`src/rtl/lighthouse_event_arbiter_pkg.sv`:
```
// lighthouse_defs: constants and FIFO word layout shared by the arbiter and the top-level hex printer
package lighthouse_defs;
    localparam logic [3:0] LH_TAG_BASE = 4'hA;
    localparam int LH_CHANNELS = 4;
    localparam int LH_ANGLE_WIDTH = 20;
    // field offsets measured upward from the top of the angle field
    localparam int LH_CHANNEL_OFS = 0;
    localparam int LH_TAG_OFS = 4;
endpackage

```
`src/rtl/lighthouse_event_arbiter_rr_arbiter.sv`:
```
// rr_arbiter: combinational round-robin pick of the first request at or after ptr, wrapping to 0
module rr_arbiter #(
    parameter int N = 16,
    localparam int W = $clog2(N)
) (
    input  logic [N-1:0] req,
    input  logic [W-1:0] ptr,
    input  logic         en,
    output logic         grant_valid,
    output logic [W-1:0] grant_idx
);
    logic hi_valid, lo_valid;
    logic [W-1:0] hi_idx, lo_idx;
    always_comb begin
        hi_valid = 1'b0;
        lo_valid = 1'b0;
        hi_idx = '0;
        lo_idx = '0;
        // descending scan so the lowest qualifying index is left standing
        for (int i = N - 1; i >= 0; i--) begin
            if (req[i]) begin
                lo_valid = 1'b1;
                lo_idx = W'(i);
            end
            if (req[i] && W'(i) >= ptr) begin
                hi_valid = 1'b1;
                hi_idx = W'(i);
            end
        end
        grant_valid = en && lo_valid;
        grant_idx = hi_valid ? hi_idx : lo_idx;
    end
endmodule

```
`src/rtl/lighthouse_event_arbiter.sv`:
```
// lighthouse_event_arbiter: per-slot one-deep holding registers drained round-robin into the timer FIFO
module lighthouse_event_arbiter
    import lighthouse_defs::*;
#(
    parameter int NUM_SENSORS = 4,
    parameter int ANGLE_WIDTH = LH_ANGLE_WIDTH,
    localparam int NUM_SLOTS = LH_CHANNELS * NUM_SENSORS,
    localparam int PW = $clog2(NUM_SLOTS)
) (
    input  logic                             clk,
    input  logic                             reset,
    input  logic [NUM_SLOTS*ANGLE_WIDTH-1:0] angle,
    input  logic [NUM_SLOTS-1:0]             strobe,
    input  logic                             fifo_full,
    output logic [8+ANGLE_WIDTH-1:0]         fifo_write,
    output logic                             fifo_write_strobe,
    output logic [15:0]                      overrun_count,
    output logic                             overrun
);
    logic [NUM_SLOTS-1:0] pend, grant_oh, lost;
    logic [ANGLE_WIDTH-1:0] hold [NUM_SLOTS];
    logic [PW-1:0] rr_ptr, grant_idx;
    logic grant_valid;
    logic [8+ANGLE_WIDTH-1:0] word;

    rr_arbiter #(.N(NUM_SLOTS)) u_rr (
        .req(pend),
        .ptr(rr_ptr),
        .en(!fifo_full),
        .grant_valid(grant_valid),
        .grant_idx(grant_idx)
    );

    assign grant_oh = grant_valid ? (NUM_SLOTS'(1) << grant_idx) : '0;
    // a strobe on the slot being granted refills it and is not a drop
    assign lost = strobe & pend & ~grant_oh;

    always_comb begin
        word = '0;
        word[ANGLE_WIDTH-1:0] = hold[grant_idx];
        word[ANGLE_WIDTH+LH_CHANNEL_OFS +: 4] = 4'(grant_idx[1:0]);
        word[ANGLE_WIDTH+LH_TAG_OFS +: 4] = LH_TAG_BASE + 4'(grant_idx >> 2);
    end

    always_ff @(posedge clk or negedge reset) begin
        if (!reset) begin
            pend <= '0;
            for (int s = 0; s < NUM_SLOTS; s++) hold[s] <= '0;
            rr_ptr <= '0;
            fifo_write <= '0;
            fifo_write_strobe <= 1'b0;
            overrun <= 1'b0;
            overrun_count <= '0;
        end else begin
            pend <= (pend & ~grant_oh) | strobe;
            for (int s = 0; s < NUM_SLOTS; s++)
                if (strobe[s]) hold[s] <= angle[s*ANGLE_WIDTH +: ANGLE_WIDTH];
            fifo_write_strobe <= grant_valid;
            overrun <= |lost;
            if (|lost && overrun_count != 16'hFFFF) overrun_count <= overrun_count + 16'd1;
            if (grant_valid) begin
                fifo_write <= word;
                rr_ptr <= (32'(grant_idx) == NUM_SLOTS - 1) ? '0 : grant_idx + 1'b1;
            end
        end
    end
endmodule

```
`config.mk`:
```
export PLATFORM = sky130hd
export DESIGN_NAME = lighthouse_event_arbiter
export DESIGN_NICKNAME = d
export VERILOG_FILES = /design/src/rtl/lighthouse_event_arbiter_pkg.sv /design/src/rtl/lighthouse_event_arbiter_rr_arbiter.sv /design/src/rtl/lighthouse_event_arbiter.sv
export SDC_FILE = /design/constraint.sdc
export NUM_CORES = 1
export LEC_CHECK = 0
export ABC_AREA = 1
export CAP_MARGIN = 25
export CORE_MARGIN = 2
export CORE_UTILIZATION = 52
export CTS_BUF_LIST = sky130_fd_sc_hd__clkbuf_8
export CTS_CLUSTER_DIAMETER = 100
export DETAILED_ROUTE_END_ITERATION = 16
export GPL_TIMING_DRIVEN = 0
export HOLD_SLACK_MARGIN = 0.03
export PLACE_DENSITY = 0.81
export SLEW_MARGIN = 20
export SYNTH_ARGS = -nofsm -noshare
export SYNTH_HDL_FRONTEND = slang
export SYNTH_SLANG_ARGS = --single-unit
```
`constraint.sdc`:
```
create_clock -name clk -period 5.25 [get_ports clk]
set_clock_uncertainty 0.1 [all_clocks]
set_input_delay 1.05 -clock clk [delete_from_list [all_inputs] [get_ports clk]]
set_output_delay 1.05 -clock clk [all_outputs]
set_load 0.02 [all_outputs]
```
Word level (Yosys, flattened, before mapping)
Index checks and enable logic that the tools add are counted.
Widths: inputs -> output; s select.
Storage, ports and cells
  flip-flop bits (word level): 384
  bits of input ports: 339
  output and inout port bits: 46
  word-level logic and storage cells: 141
Cells by class
  add/subtract/negate cells: 3
  magnitude comparators: 17
  equality and inequality tests: 2
  shift operators: 1
  multiplexer cells: 70
  bitwise gates (word level): 6
  reductions and logical operators: 20
Operator list (count)
  $mux 4: 34
  $bmux 20 s4: 1
  $and 16x16->16: 3
  $mux 20: 2
  $ge 4x4->1 const A: 8
  $mux 1: 32
  $logic_and 1x1->1: 18
  $add 16x1->16 const B: 1
  $ge 3x4->1 const A: 4
  $mux 16: 1
  $ne 16x16->1 const B: 1
  $not 16->16: 1
  $or 16x16->16: 1
  $reduce_or 16->1: 1
  $shl 1x4->16 const A: 1
  $ge 1x4->1 const A: 2
  $ge 2x4->1 const A: 2
  $ge 5x5->1 const B: 1
  $not 4->5: 1
  $add 4x1->4 const B: 1
  $add 4x2->4 const A: 1
  $eq 4x4->1 const B: 1
  $logic_not 1->1: 1

Logic depth before layout (Yosys ltp)
Gate-level depths: netlist of the first run.
  word-level depth: 25
  gate-level depth with buffers: 35
  depth with buffers taken out: 32

Hierarchy
A second synthesis of the first run with hierarchy kept.
Unflattened totals
  cell total of the unflattened synthesis: 2396
  area total of the unflattened synthesis: 18352.6 um^2
By module, submodules not included
  lighthouse_event_arbiter: times used 1, cells each 2274, area each 17795.8 um^2, seq. area each 9609.2 um^2
  rr_arbiter: times used 1, cells each 122, area each 556.8 um^2, seq. area each 0.0 um^2

Worst setup path before layout of the first run
Ideal clock, no wire load.
  path type: register -> register
  from: reg rr_ptr[3]
  to: reg overrun_count[10]
  setup time: 118 ps
  arrival: 3308 ps
  path slack: 1724 ps
  stages on the path, launching flop included: 21
  buffers on the path: 3
  cell sequence: dfrtp_1 nand2_2 o21ai_1 nand2_1 nor2_2 nand3_1 nor2_1 inv_1 o21ai_0 buf_2 buf_1 ha_1 ha_1 inv_1 o21ai_0 inv_1 a221oi_2 nand3b_4 buf_4 nand3_1 nand2_1
On the way
  cells in the longest elaborated chain, start to end: 25
  elaborated cells between the ends (all ways): 71
  those cells by class: 16 x order compare; 1 x shift; 34 x mux; 2 x bitwise; 18 x reduce/logical
RTL lines
  start: declaration: RTL line lighthouse_event_arbiter.sv:22  | logic [PW-1:0] rr_ptr, grant_idx;
  start signal: assignment: RTL line lighthouse_event_arbiter.sv:63  | rr_ptr <= (32'(grant_idx) == NUM_SLOTS - 1) ? '0 : grant_idx + 1'b1;
  $ge 4x4->1: RTL line lighthouse_event_arbiter_rr_arbiter.sv:25  | if (req[i] && W'(i) >= ptr) begin
  $logic_and 1x1->1: RTL line lighthouse_event_arbiter_rr_arbiter.sv:25
  $mux 4 / $mux 1 (equally long branches) (16 in series): RTL line lighthouse_event_arbiter_rr_arbiter.sv:25
  $mux 4 (*): RTL line lighthouse_event_arbiter_rr_arbiter.sv:31  | grant_idx = hi_valid ? hi_idx : lo_idx;
  via grant_idx[1]: RTL line lighthouse_event_arbiter.sv:22
  $shl 1x4->16 (*): RTL line lighthouse_event_arbiter.sv:34  | assign grant_oh = grant_valid ? (NUM_SLOTS'(1) << grant_idx) : '0;
  $mux 16 (*): RTL line lighthouse_event_arbiter.sv:34
  $not 16->16 (*): RTL line lighthouse_event_arbiter.sv:36  | assign lost = strobe & pend & ~grant_oh;
  $and 16x16->16 (*): RTL line lighthouse_event_arbiter.sv:36
  $reduce_or 16->1 (*): RTL line lighthouse_event_arbiter.sv:60  | if (|lost && overrun_count != 16'hFFFF) overrun_count <= overrun_count + 16'd1;
  $logic_and 1x1->1 (*): RTL line lighthouse_event_arbiter.sv:60
  end signal: assignment: RTL line lighthouse_event_arbiter.sv:60
  end: declaration: RTL line lighthouse_event_arbiter.sv:17  | output logic [15:0] overrun_count,
Mark *: on every way through the listed nets, which the timed path passes. The rest lies on a longest branch.
A chain may end at the register's enable or synchronous reset.

Worst setup path after layout of the first run
  from: reg pend[15]
  to: reg overrun_count[10]
On the way
  cells in the longest elaborated chain, start to end: 24
  elaborated cells between the ends (all ways): 74
  those cells by class: 1 x shift; 66 x mux; 3 x bitwise; 4 x reduce/logical
RTL lines
  start: declaration: RTL line lighthouse_event_arbiter.sv:20  | logic [NUM_SLOTS-1:0] pend, grant_oh, lost;
  start signal: assignment: RTL line lighthouse_event_arbiter.sv:55  | pend <= (pend & ~grant_oh) | strobe;
  $logic_and 1x1->1: RTL line lighthouse_event_arbiter_rr_arbiter.sv:25
  $mux 4 / $mux 1 (equally long branches) (16 in series): RTL line lighthouse_event_arbiter_rr_arbiter.sv:25
  $mux 4 (*): RTL line lighthouse_event_arbiter_rr_arbiter.sv:31
  via grant_idx[0]: RTL line lighthouse_event_arbiter.sv:22
  $shl 1x4->16 (*): RTL line lighthouse_event_arbiter.sv:34
  $mux 16 (*): RTL line lighthouse_event_arbiter.sv:34
  $not 16->16 (*): RTL line lighthouse_event_arbiter.sv:36
  $and 16x16->16 (*): RTL line lighthouse_event_arbiter.sv:36
  $reduce_or 16->1 (*): RTL line lighthouse_event_arbiter.sv:60
  $logic_and 1x1->1 (*): RTL line lighthouse_event_arbiter.sv:60
Marks and branches as above.

==> summary by stage, run 1 <==
Critical path
In this run the worst setup path begins at pend[15]$_DFF_PN0_. The worst setup slack for register-to-register paths is 0.43 ns. The startpoint kind of the worst setup timing path is a register.

STA classifies the critical path endpoint as a register. The worst reg2reg path endpoint is overrun_count[10]$_DFFE_PN0P_. Measured in cells, the most critical reg-to-reg path has a length of 27. The worst register-to-register path begins at pend[15]$_DFF_PN0_. The kind of critical path is reg2reg.

The maximum fanout encountered on the critical timing path is 11. The most numerous cell type found on the critical path is nand2_1. The critical path's slowest cell is o21ai_1. The arrival time of data at the critical path endpoint is 5.31 ns. The data required time at the worst endpoint is 5.74 ns. In this design, the stage delay of the slowest critical-path cell is 0.87 ns.

Die
After floorplanning, the core was sized to cover 0.03566 mm2. The floorplan has 69 rows. The overall die area is 0.03787 mm2. The top-level I/O count is 385. The die extent in y is 194.6 um.

The starting density of the core is 0.5299. The width of the die is 194.6 um.

Power and ir drop
In this run the static leakage power is 11.95 nW. The power density over the cells is 500.8 mW/mm2. The completed layout was analyzed and its total power is 12.35 mW. VDD sags by at most 0.0003177 V.

Routing
The residual antenna-violating net count after detailed routing is 0. The DRC violation count after routing is 0. The total vias in the final route is 18660. The number of detailed-route iterations in the first pass is 8. The via-per-instance ratio is 5.438. The wire length after detailed routing is 65.08 mm.

In the final routed layout, each cell accounts on average for 18.96 um. The starting DRC count in detailed routing is 1569.

Global routing
The global routing stage identified its most utilized layer as met2. For this run, global-route usage on met2 was measured as 0.5623. The largest net degree at the start of global routing is 104. The met3 demand-to-capacity share in global routing is 0.08381. The first global-routing pass estimated 100.7 mm of wire. The number of global-route vias before repair is 18580. The number of antenna violations at the first check in global routing was 2. The global-route track usage on met1 is 0.4301. The all-layer global routing usage is 0.3445.

Summed over all layers, the global routing overflow is 0.

Logic synthesis
After synthesis, the share of flip-flops with an asynchronous set or reset is 1.000. After synthesis, the netlist uses 36 different library cells. For this run, the register share of the synthesized area comes to 0.5086. The count of warnings emitted by yosys is 0. The synthesized design contains 384 register bits.

The cell area after technology mapping is 0.01889 mm2. The cell count after synthesis is 2478. Yosys mapped a number of flops with a built-in enable equal to 0.

The mean post-synth cell area is 7.624 um2. In the synthesized netlist the dominant register cell turns out to be dfrtp_1.

Final layout
The finished layout holds 3432 standard cells, fillers aside. The filler cell count is 2912. For this run, the post-layout net count is 3274. The area added between synthesis and finish is 30.48%. The sequential cells in the finished layout cover a total of 0.009609 mm2. The library cells used most frequently in the layout, excluding fill and tap cells, are nand2_1 (619), nand3_1 (489), inv_1 (385). The count of inserted antenna diode cells is 0.

Leaving out fill and tap cells, the most frequent cell in the layout is nand2_1. The multi-input combinational cells in the finished layout cover a total of 0.007237 mm2. Of the cells placed in the final design, the portion with a size suffix greater than 1 is 0.05621.

Timing
The number of endpoints failing setup at the final stage is 0. Headroom to the max-slew limit came out at 0.2405. The routed design could run at a clock period as short as 4.824 ns. The pin slew with the least headroom to its limit is 1.132 ns.

Timing would allow up to 207.3 MHz. Setup repair after global routing left no endpoint under its margin. Dividing the final minimum period by the clock period gives 0.9189. The final number of hold-violating endpoints is 0. The max-slew violation count came to 0.

Run status
The run finished with clean final reports.

Clock tree
Hold repair after CTS inserted 0 buffers. The number of setup buffers added after CTS is 0. The post-CTS clock slew at the launch and capture registers of the worst setup and hold paths is 0.06 ns. Counting every sink on the clock net gives 384. For the worst-skew pair, the clock arrives at the later sink with an insertion delay of 0.65 ns. The maximum root-to-sink buffer count is 3. In this run, post-CTS repair resized a total of 0 instances. In this run the number of H-tree levels came out at 2.

The cell at the root of the clock tree is clkbuf_8. TritonCTS built the clock tree. Counting the buffers created by CTS gives 61.

Placed design
At the end of routability-driven placement, the weighted congestion stood at 1.003. After detailed placement, the design holds a cell count of 3326. Port buffering added 382 buffers. After legalization and detailed placement, the total HPWL measured 50.48 mm.

Worst hold path
The class of the tightest hold or removal check is in2async.

Run
The max-cap violation count is 0.
## where the power goes
part / total [mW] / switching, mW / internal [mW]
clock network: 2.62 / 1.22 / 1.40
registers: 3.50 / 0.173 / 3.32
logic: 6.23 / 4.27 / 1.96
total: 12.3 / 5.67 / 6.68
## kinds of logic (layout without fill, tap and decap cells)
family	count (synthesis)	after routing	synth area share
compound gates	362	362	0.09795
xor+xnor	14	14	0.006490
fa+ha+maj	7	7	0.004636
buf+inv	530	1022	0.1085
flops	384	384	0.5086
other cells	1	2	0.0001985
simple gates	1180	1180	0.2736
## per-layer routing
layer | share of wire | routed length, um | vias to the layer above
met4 | 0.050 | 3254 | 4
met3 | 0.097 | 6329 | 199
met1 | 0.39 | 25260 | 8769
met5 | 0.00038 | 25 | -
li1 | - | - | 8775
met2 | 0.46 | 30210 | 916
## worst max-delay path by stage
stage,to,slack (ns),cells after the start
finish,overrun_count[10]$_DFFE_PN0P_,0.43,27
global placement,hold[61]$_DFFE_PN0P_,-13.25,1
CTS,overrun_count[10]$_DFFE_PN0P_,0.49,27
global route,overrun_count[6]$_DFFE_PN0P_,0.13,27
floorplan,overrun_count[10]$_DFFE_PN0P_,1.72,20
detailed placement,overrun_count[10]$_DFFE_PN0P_,0.53,27
## cell usage after synthesis, types with 7 or more instances
master    count  area [um2]
a21oi_1       8       40.04
buf_1        19       71.32
buf_2        34       170.2
clkbuf_1     97       364.1
dfrtp_1     384        9609
ha_1          7       87.58
inv_1       370        1389
nand2_1     619        2323
nand3_1     489        2447
nand4_1       7       43.79
nor2_1       26       97.59
nor3_1        9       45.04
o21ai_0     335        1677
o21ai_1       7       35.03
or2_2        16       100.1
xor2_1        9       78.83
## flip-flops by register name, indices dropped and copies added (netlist names)
signal             cells
fifo_write_strobe      1
fifo_write            26
pend                  16
rr_ptr                 4
hold                 320
overrun_count         16
overrun                1
## through the flow
| step | hold WS (ns) | setup slack, ns | setup TNS, ns | cell area, um2 | utilization |
|---|---|---|---|---|---|
| 2_1_floorplan | 0.3756 | 1.724 | 0 | 18900 | - |
| 3_5_place_dp | 0.3624 | 0.5298 | 0 | 23410 | 0.6566 |
| 5_1_grt | 0.3028 | 0.1312 | 0 | 24650 | 0.6914 |
| 4_1_cts | 0.2605 | 0.4891 | 0 | 24650 | 0.6914 |
| 6_report | 0.2551 | 0.4258 | 0 | 24650 | 0.6914 |
| 3_3_place_gp | 0.3511 | -13.25 | -5066.87 | 23300 | 0.6534 |
## area by class of cell
cell class / count / share of cell area
Tap cell: 461 / 0.02340
Clock buffer: 80 / 0.04466
Inverter: 376 / 0.05725
Sequential cell: 384 / 0.3898
Timing Repair Buffer: 386 / 0.1598
Buffer: 154 / 0.02594
Multi-Input combinational cell: 1565 / 0.2936
Clock inverter: 26 / 0.005634
## worst max-delay path: cells and delay by family (launching register included)
family                     cells  cell delay (ns)
buffers and inverters          6             0.98
AOI/OAI and AO/OA              6             1.42
adders and majority gates      1             0.17
DFF                            1             0.44
and+or+nand+nor               14             1.64
No activity file was read; power rests on OpenSTA's default activity.
==> inputs of run 2 (changes only) <==
==> constraint.sdc (replaced) <==
create_clock -name clk -period 4.5 [get_ports clk]
set_clock_uncertainty 0.1 [all_clocks]
set_input_delay 1.125 -clock clk [delete_from_list [all_inputs] [get_ports clk]]
set_output_delay 1.125 -clock clk [all_outputs]
set_load 0.02 [all_outputs]
==> run 2 against run 1 <==
Cell area barely moved. Cell count barely moved. Routed wire length fell by 0.19%. Sequential share of layout area barely moved. Combinational power rose by 17%. Sequential power rose by 17%.
==> summary by stage, run 2 (synthesized netlist as in run 1, its figures left out) <==
Run status
Outcome: finished clean (unchanged).

Die
The overall die area is 0.03787 mm2 (unchanged). The starting density of the core came to 0.5299 (unchanged). The die extent in y is 194.6 um (unchanged). The site row count is 69 (unchanged).

The top-level I/O count is 385 (unchanged). The width of the die came to 194.6 um (unchanged). The core footprint is 0.03566 mm2 (unchanged).

Global routing
The number of global-route vias before repair is 18580 (unchanged). The final global-route overflow total is 0 (unchanged). The first-pass GRT wire length was 100.7 mm (about the same). The largest net degree at the start of global routing is 104 (unchanged).

The number of antenna violations at the first check in global routing was 2 (unchanged). The all-layer global routing usage was 0.3444 (was 0.3445).

Worst hold path
The class of the tightest hold or removal check is in2async (unchanged).

Power and ir drop
The overall power after layout is 14.42 mW (was 12.35 mW). The internal power consumption is 7.808 mW (was 6.679 mW). The switching power summed over all nets is 6.612 mW (was 5.666 mW).

The part of the power in the clock network was 0.212 (about the same). The switching fraction of total power is 0.4585 (was 0.4590). The proportion of power drawn by combinational gates is 0.505 (about the same). The power density over the cells is 584.5 mW/mm2 (was 500.8 mW/mm2). The worst voltage drop across the vdd grid is 0.0003690 V (was 0.0003177 V).

The part of the power in registers is 0.283 (about the same). The static leakage power was 11.95 nW (about the same).

Routing
The wire length after detailed routing is 64.96 mm (was 65.08 mm). The starting DRC count in detailed routing came to 1566 (was 1569). The DRC violation count after routing is 0 (unchanged).

The via-per-instance ratio is 5.424 (was 5.438). The routed length per placed instance is 18.94 um (was 18.96 um). The number of detailed-route iterations in the first pass came to 6 (was 8). The residual antenna-violating net count after detailed routing is 0 (unchanged). The total vias in the final route is 18600 (was 18660).

Critical path
The critical path's slowest cell is dfrtp_1 (was o21ai_1). The kind of capture point of the worst setup path is a register (unchanged). The worst setup slack for register-to-register paths is 0.34 ns (was 0.43 ns). The maximum fanout encountered on the critical timing path is 20 (was 11).

The kind of critical path is reg2reg (unchanged). The arrival time of data at the critical path endpoint is 4.65 ns (was 5.31 ns). The startpoint kind of the worst setup timing path is a register (unchanged).

The largest incremental delay on the critical path came to 0.45 ns (was 0.87 ns). The origin of the critical flop-to-flop path is rr_ptr[3]$_DFFE_PN0P_ (was pend[15]$_DFF_PN0_). The worst reg2reg path endpoint is overrun_count[10]$_DFFE_PN0P_ (unchanged). The data required time at the worst endpoint is 4.99 ns (was 5.74 ns). The cell type with the highest occurrence count on the critical path is nand2_1 (unchanged). The depth of the worst register-to-register path came to 31 (was 27).

Placed design
The worst slack at placement is -0.2202 ns (was 0.5298 ns). The weighted congestion reported at the end of routability-driven placement came to 1.003 (unchanged). The placed wire-length estimate is 50.48 mm (unchanged).

The number of port buffers is 382 (unchanged).

Timing
The number of endpoints failing setup at the final stage was 0 (unchanged). The smallest hold slack is 0.3272 ns (was 0.2551 ns). The part of the cycle the worst path needs is 0.9252 (was 0.9189).

Unrepaired setup endpoints after global routing: no (unchanged). The final number of hold-violating endpoints is 0 (unchanged). The pin slew with the least headroom to its limit came to 1.025 ns (was 1.132 ns). The max-slew violation count is 0 (unchanged). The post-layout worst setup margin is 0.3366 ns (was 0.4258 ns). The final critical delay including setup and external delays is 4.163 ns (was 4.824 ns).

The setup total negative slack is 0 ns (unchanged). The worst slew margin relative to its limit is 0.3168 (was 0.2405). The maximum operating frequency is 240.2 MHz (was 207.3 MHz).

Final layout
The area added between synthesis and finish is 30.58% (was 30.48%). Largest registers: hold: 320 flops, fifo_write: 26 flops (unchanged). The count of inserted antenna diode cells came to 0 (unchanged). The flip-flop count of the largest register, all copies and words added is 320 (unchanged). The ratio of cells with drive above 1 in the final layout is 0.05728 (was 0.05621). The count of nets after finishing is 3271 (was 3274).

The most common cell after layout, fill and taps aside is nand2_1 (unchanged). Most frequent cells in the layout: nand2_1 (618), nand3_1 (489), inv_1 (385) (was nand2_1 (619), nand3_1 (489), inv_1 (385)). The register containing the most flip-flops in the final layout is hold (unchanged). The filler cell count came to 2915 (was 2912).

Clock tree
The post-CTS clock slew at the launch and capture registers of the worst setup and hold paths came to 0.06 ns (about the same). The number of buffers added by the clock tree synthesis step is 61 (unchanged). The cell at the root of the clock tree is clkbuf_8 (unchanged).

The number of sinks on the clock net was 384 (unchanged). The number of setup buffers added after CTS is 0 (unchanged). The TritonCTS clock tree is yes (unchanged). The number of hold buffers added after cts is 0 (unchanged). The clock latency of the later-clocked register in the worst-skew pair is 0.65 ns (about the same).

The post-cts repair resize count is 3 (was 0). The maximum root-to-sink buffer count is 3 (unchanged). The H-tree depth reported by CTS is 2 (unchanged).

Run
The max-cap violation count is 0 (unchanged).
==> run 2: cell count changes in the layout (fill, tap and decap cells not counted), sizes merged <==
cell,before,now
buf,62,59
==> run 2: final cells by class <==
type                       instances  area, um2  share of cell area
clock inverter                    26      138.9            0.005630
multi-input combinational       1565       7253              0.2940
tap                              461      576.8             0.02338
buffer                           151      639.4             0.02592
inverter                         376       1411             0.05721
clock buffer                      80       1101             0.04463
sequential                       384       9610              0.3896
timing repair buffer             386       3939              0.1597
==> run 2: power groups by stage <==
stage	clock, mW	combinational, mW	sequential, mW
global route	3.22	7.90	4.12
detailed placement	0	7.03	4.13
finish	3.05	7.29	4.08
CTS	3.07	7.07	4.08
global placement	0	6.92	4.14
floorplan	0	4.15	4.24
==> run 2: worst max path at each step <==
stage / startpoint / endpoint / slack, ns / cells past startpoint
final: rr_ptr[3]$_DFFE_PN0P_ / overrun_count[10]$_DFFE_PN0P_ / 0.34 / 31
after detailed placement: pend[15]$_DFF_PN0_ / overrun_count[10]$_DFFE_PN0P_ / -0.22 / 27
after global placement: reset / hold[61]$_DFFE_PN0P_ / -14.07 / 1
after global routing: rr_ptr[3]$_DFFE_PN0P_ / overrun_count[6]$_DFFE_PN0P_ / 0.01 / 21
after floorplan: rr_ptr[3]$_DFFE_PN0P_ / overrun_count[10]$_DFFE_PN0P_ / 0.97 / 20
after CTS: rr_ptr[1]$_DFFE_PN0P_ / overrun_count[10]$_DFFE_PN0P_ / 0.03 / 23
==> run 2: per-layer routing <==
metal,global-route usage,wire length (um),up-vias
met1,0.4310,25450,8745
met3,0.08173,5977,180
met2,0.5634,30400,899
met5,0,24,-
li1,-,-,8770
met4,0.1689,3107,4
==> run 2: worst max-delay path, delay by kind of cell (launching register included) <==
family / cells / cell delay (ns)
DFF: 1 / 0.45
AOI/OAI and AO/OA: 2 / 0.36
adders and majority gates: 1 / 0.16
buffers and inverters: 4 / 0.54
and+or+nand+nor: 24 / 2.48
==> run 2: metrics by stage <==
step                      std cells  instance area [um2]  utilization
after floorplan                2479                18900            -
after global placement         3322                23300       0.6534
after detailed placement       3326                23410       0.6566
after CTS                      3431                24660       0.6915
after global routing           3429                24670       0.6919
final                          3429                24670       0.6919
==> inputs of run 3 (changes only) <==
CAP_MARGIN = unset   (was 25)
TNS_END_PERCENT = 20   (was unset)
==> results of run 3 <==
Final layout, timing and power as in run 2 (identical DEF).
==> variant, RTL diff (flow settings as in run 2) <==
Reset style: synchronous (`reset`), changed in one clocked block.
--- a/src/rtl/lighthouse_event_arbiter.sv
+++ b/src/rtl/lighthouse_event_arbiter.sv
@@ -44,3 +44,3 @@
 
-    always_ff @(posedge clk or negedge reset) begin
+    always_ff @(posedge clk) begin
         if (!reset) begin
Behaviour: differs if reset is asserted again (counterexample within 4 cycles, from zero or initial values and one cycle with reset low); with reset held inactive, the same outputs for 4 cycles.
==> variant against run 2 <==
  * Worst setup slack got worse by 54 ps
  * Sequential power increased by 6.6%
  * First-iteration DRC count decreased by 1.2%
  * Cell area rose by 4.7%
  * Synthesized area increased by 6.4%
  * Power decreased by 22%
  * Sequential cell count is the same
  * Wire length up 0.55%
  * Utilization shrank 1.9 points
  * Critical path type unchanged
  * Largest cell class unchanged
==> variant: results (changes against run 2) <==
Status: finished, final reports clean (unchanged)
Peak VDD IR: 0.000264 V (was 0.000369 V)
Place WS: -200 ps (was -220 ps)
Initial DRC Count: 1547 (was 1566)
Post-synth top cells: inv_1 (539), nand2_1 (505), nand3_1 (385), edfxtp_1 (320), nor2_1 (238) (was nand2_1 (619), nand3_1 (489), dfrtp_1 (384), inv_1 (370), o21ai_0 (335))
FF-to-FF setup slack: 280 ps (was 340 ps)
XOR/XNOR Fraction of Synth Area: 0.610% (was 0.649%)
EDFF count, synth: 320 (was 0)
Initial antenna violation count: 0 (was 2)
Fmax: 237 MHz (was 240 MHz)
Share of cells above drive strength 1: 5.51% (was 5.73%)
Final net count: 3255 (was 3271)
Total track usage: 32.2% (was 34.4%)
Sequential-to-total area share from yosys stat: 54.2% (was 50.9%)
Skew-Pair Late Insertion Delay: 680 ps (was 650 ps)
Met1 WL: 25900 um (was 25500 um)
CP Max Fanout: 11 (was 20)
Largest net degree at the start of global routing: 21 (was 104)
CP startpoint: rr_ptr[2]$_SDFFE_PN0P_ (was rr_ptr[3]$_DFFE_PN0P_)
Worst Hold Class: reg -> reg (was in -> async)
First-pass GRT wire length: 98600 um (was 101000 um)
First-pass DRT Iterations: 8 (was 6)
Dominant cells by area after synthesis: edfxtp_1 (48%), inv_1 (10%), nand3_1 (9.6%) (was dfrtp_1 (51%), nand3_1 (13%), nand2_1 (12%))
Main synth FF type: edfxtp_1 (was dfrtp_1)
Top Metal Used: met4 (was met5)
Vias/cell: 5.16 (was 5.42)
Compound-Gate Fraction of Synth Area: 2.60% (was 9.79%)
## variant: timing repair
item / in CTS / in global routing
setup endpoints to repair: 16 / 16
cloned: 0 / 0
setup buffers: 0 / 0
gates resized for setup: 3 / 8
endpoints found under the hold margin: 0 / 0
## variant: per-stage QoR
stage               cell area, sq um  instances
floorplan                      20100       2465
global placement               24600       3364
global route                   25800       3478
detailed placement             24600       3364
CTS                            25800       3478
finish                         25800       3478
## variant: routing by layer
layer / up-vias / global-route usage, %
met4: 0 / 14.7
li1: 8614 / -
met2: 918 / 54.4
met3: 143 / 5.55
met5: - / 0
met1: 8267 / 40.7
## variant: area by class of cell
type	instances	area share, %
Clock inverter	42	0.867
Sequential cell	384	42.2
Buffer	139	2.33
Clock buffer	72	3.84
Timing Repair Buffer	383	14.9
Inverter	545	7.93
Multi-Input combinational cell	1395	25.5
Tap cell	518	2.51
## variant: how the worst min path moves through the flow
stage,start,to,slack [ps],depth (start not counted)
floorplan,pend[14]$_SDFF_PN0_,pend[14]$_SDFF_PN0_,360,2
global placement,fifo_write[27]$_SDFFE_PN0P_,fifo_write[27]$_SDFFE_PN0P_,360,2
detailed placement,fifo_write[27]$_SDFFE_PN0P_,fifo_write[27]$_SDFFE_PN0P_,360,2
CTS,fifo_write[27]$_SDFFE_PN0P_,fifo_write[27]$_SDFFE_PN0P_,380,2
global route,fifo_write[27]$_SDFFE_PN0P_,fifo_write[27]$_SDFFE_PN0P_,400,2
finish,fifo_write[27]$_SDFFE_PN0P_,fifo_write[27]$_SDFFE_PN0P_,380,2
## variant: tightest hold or removal path, delay by kind of cell (launching register included)
family | cells | cell delay (ps)
AND/OR/NAND/NOR | 2 | 120
flip-flops | 1 | 330
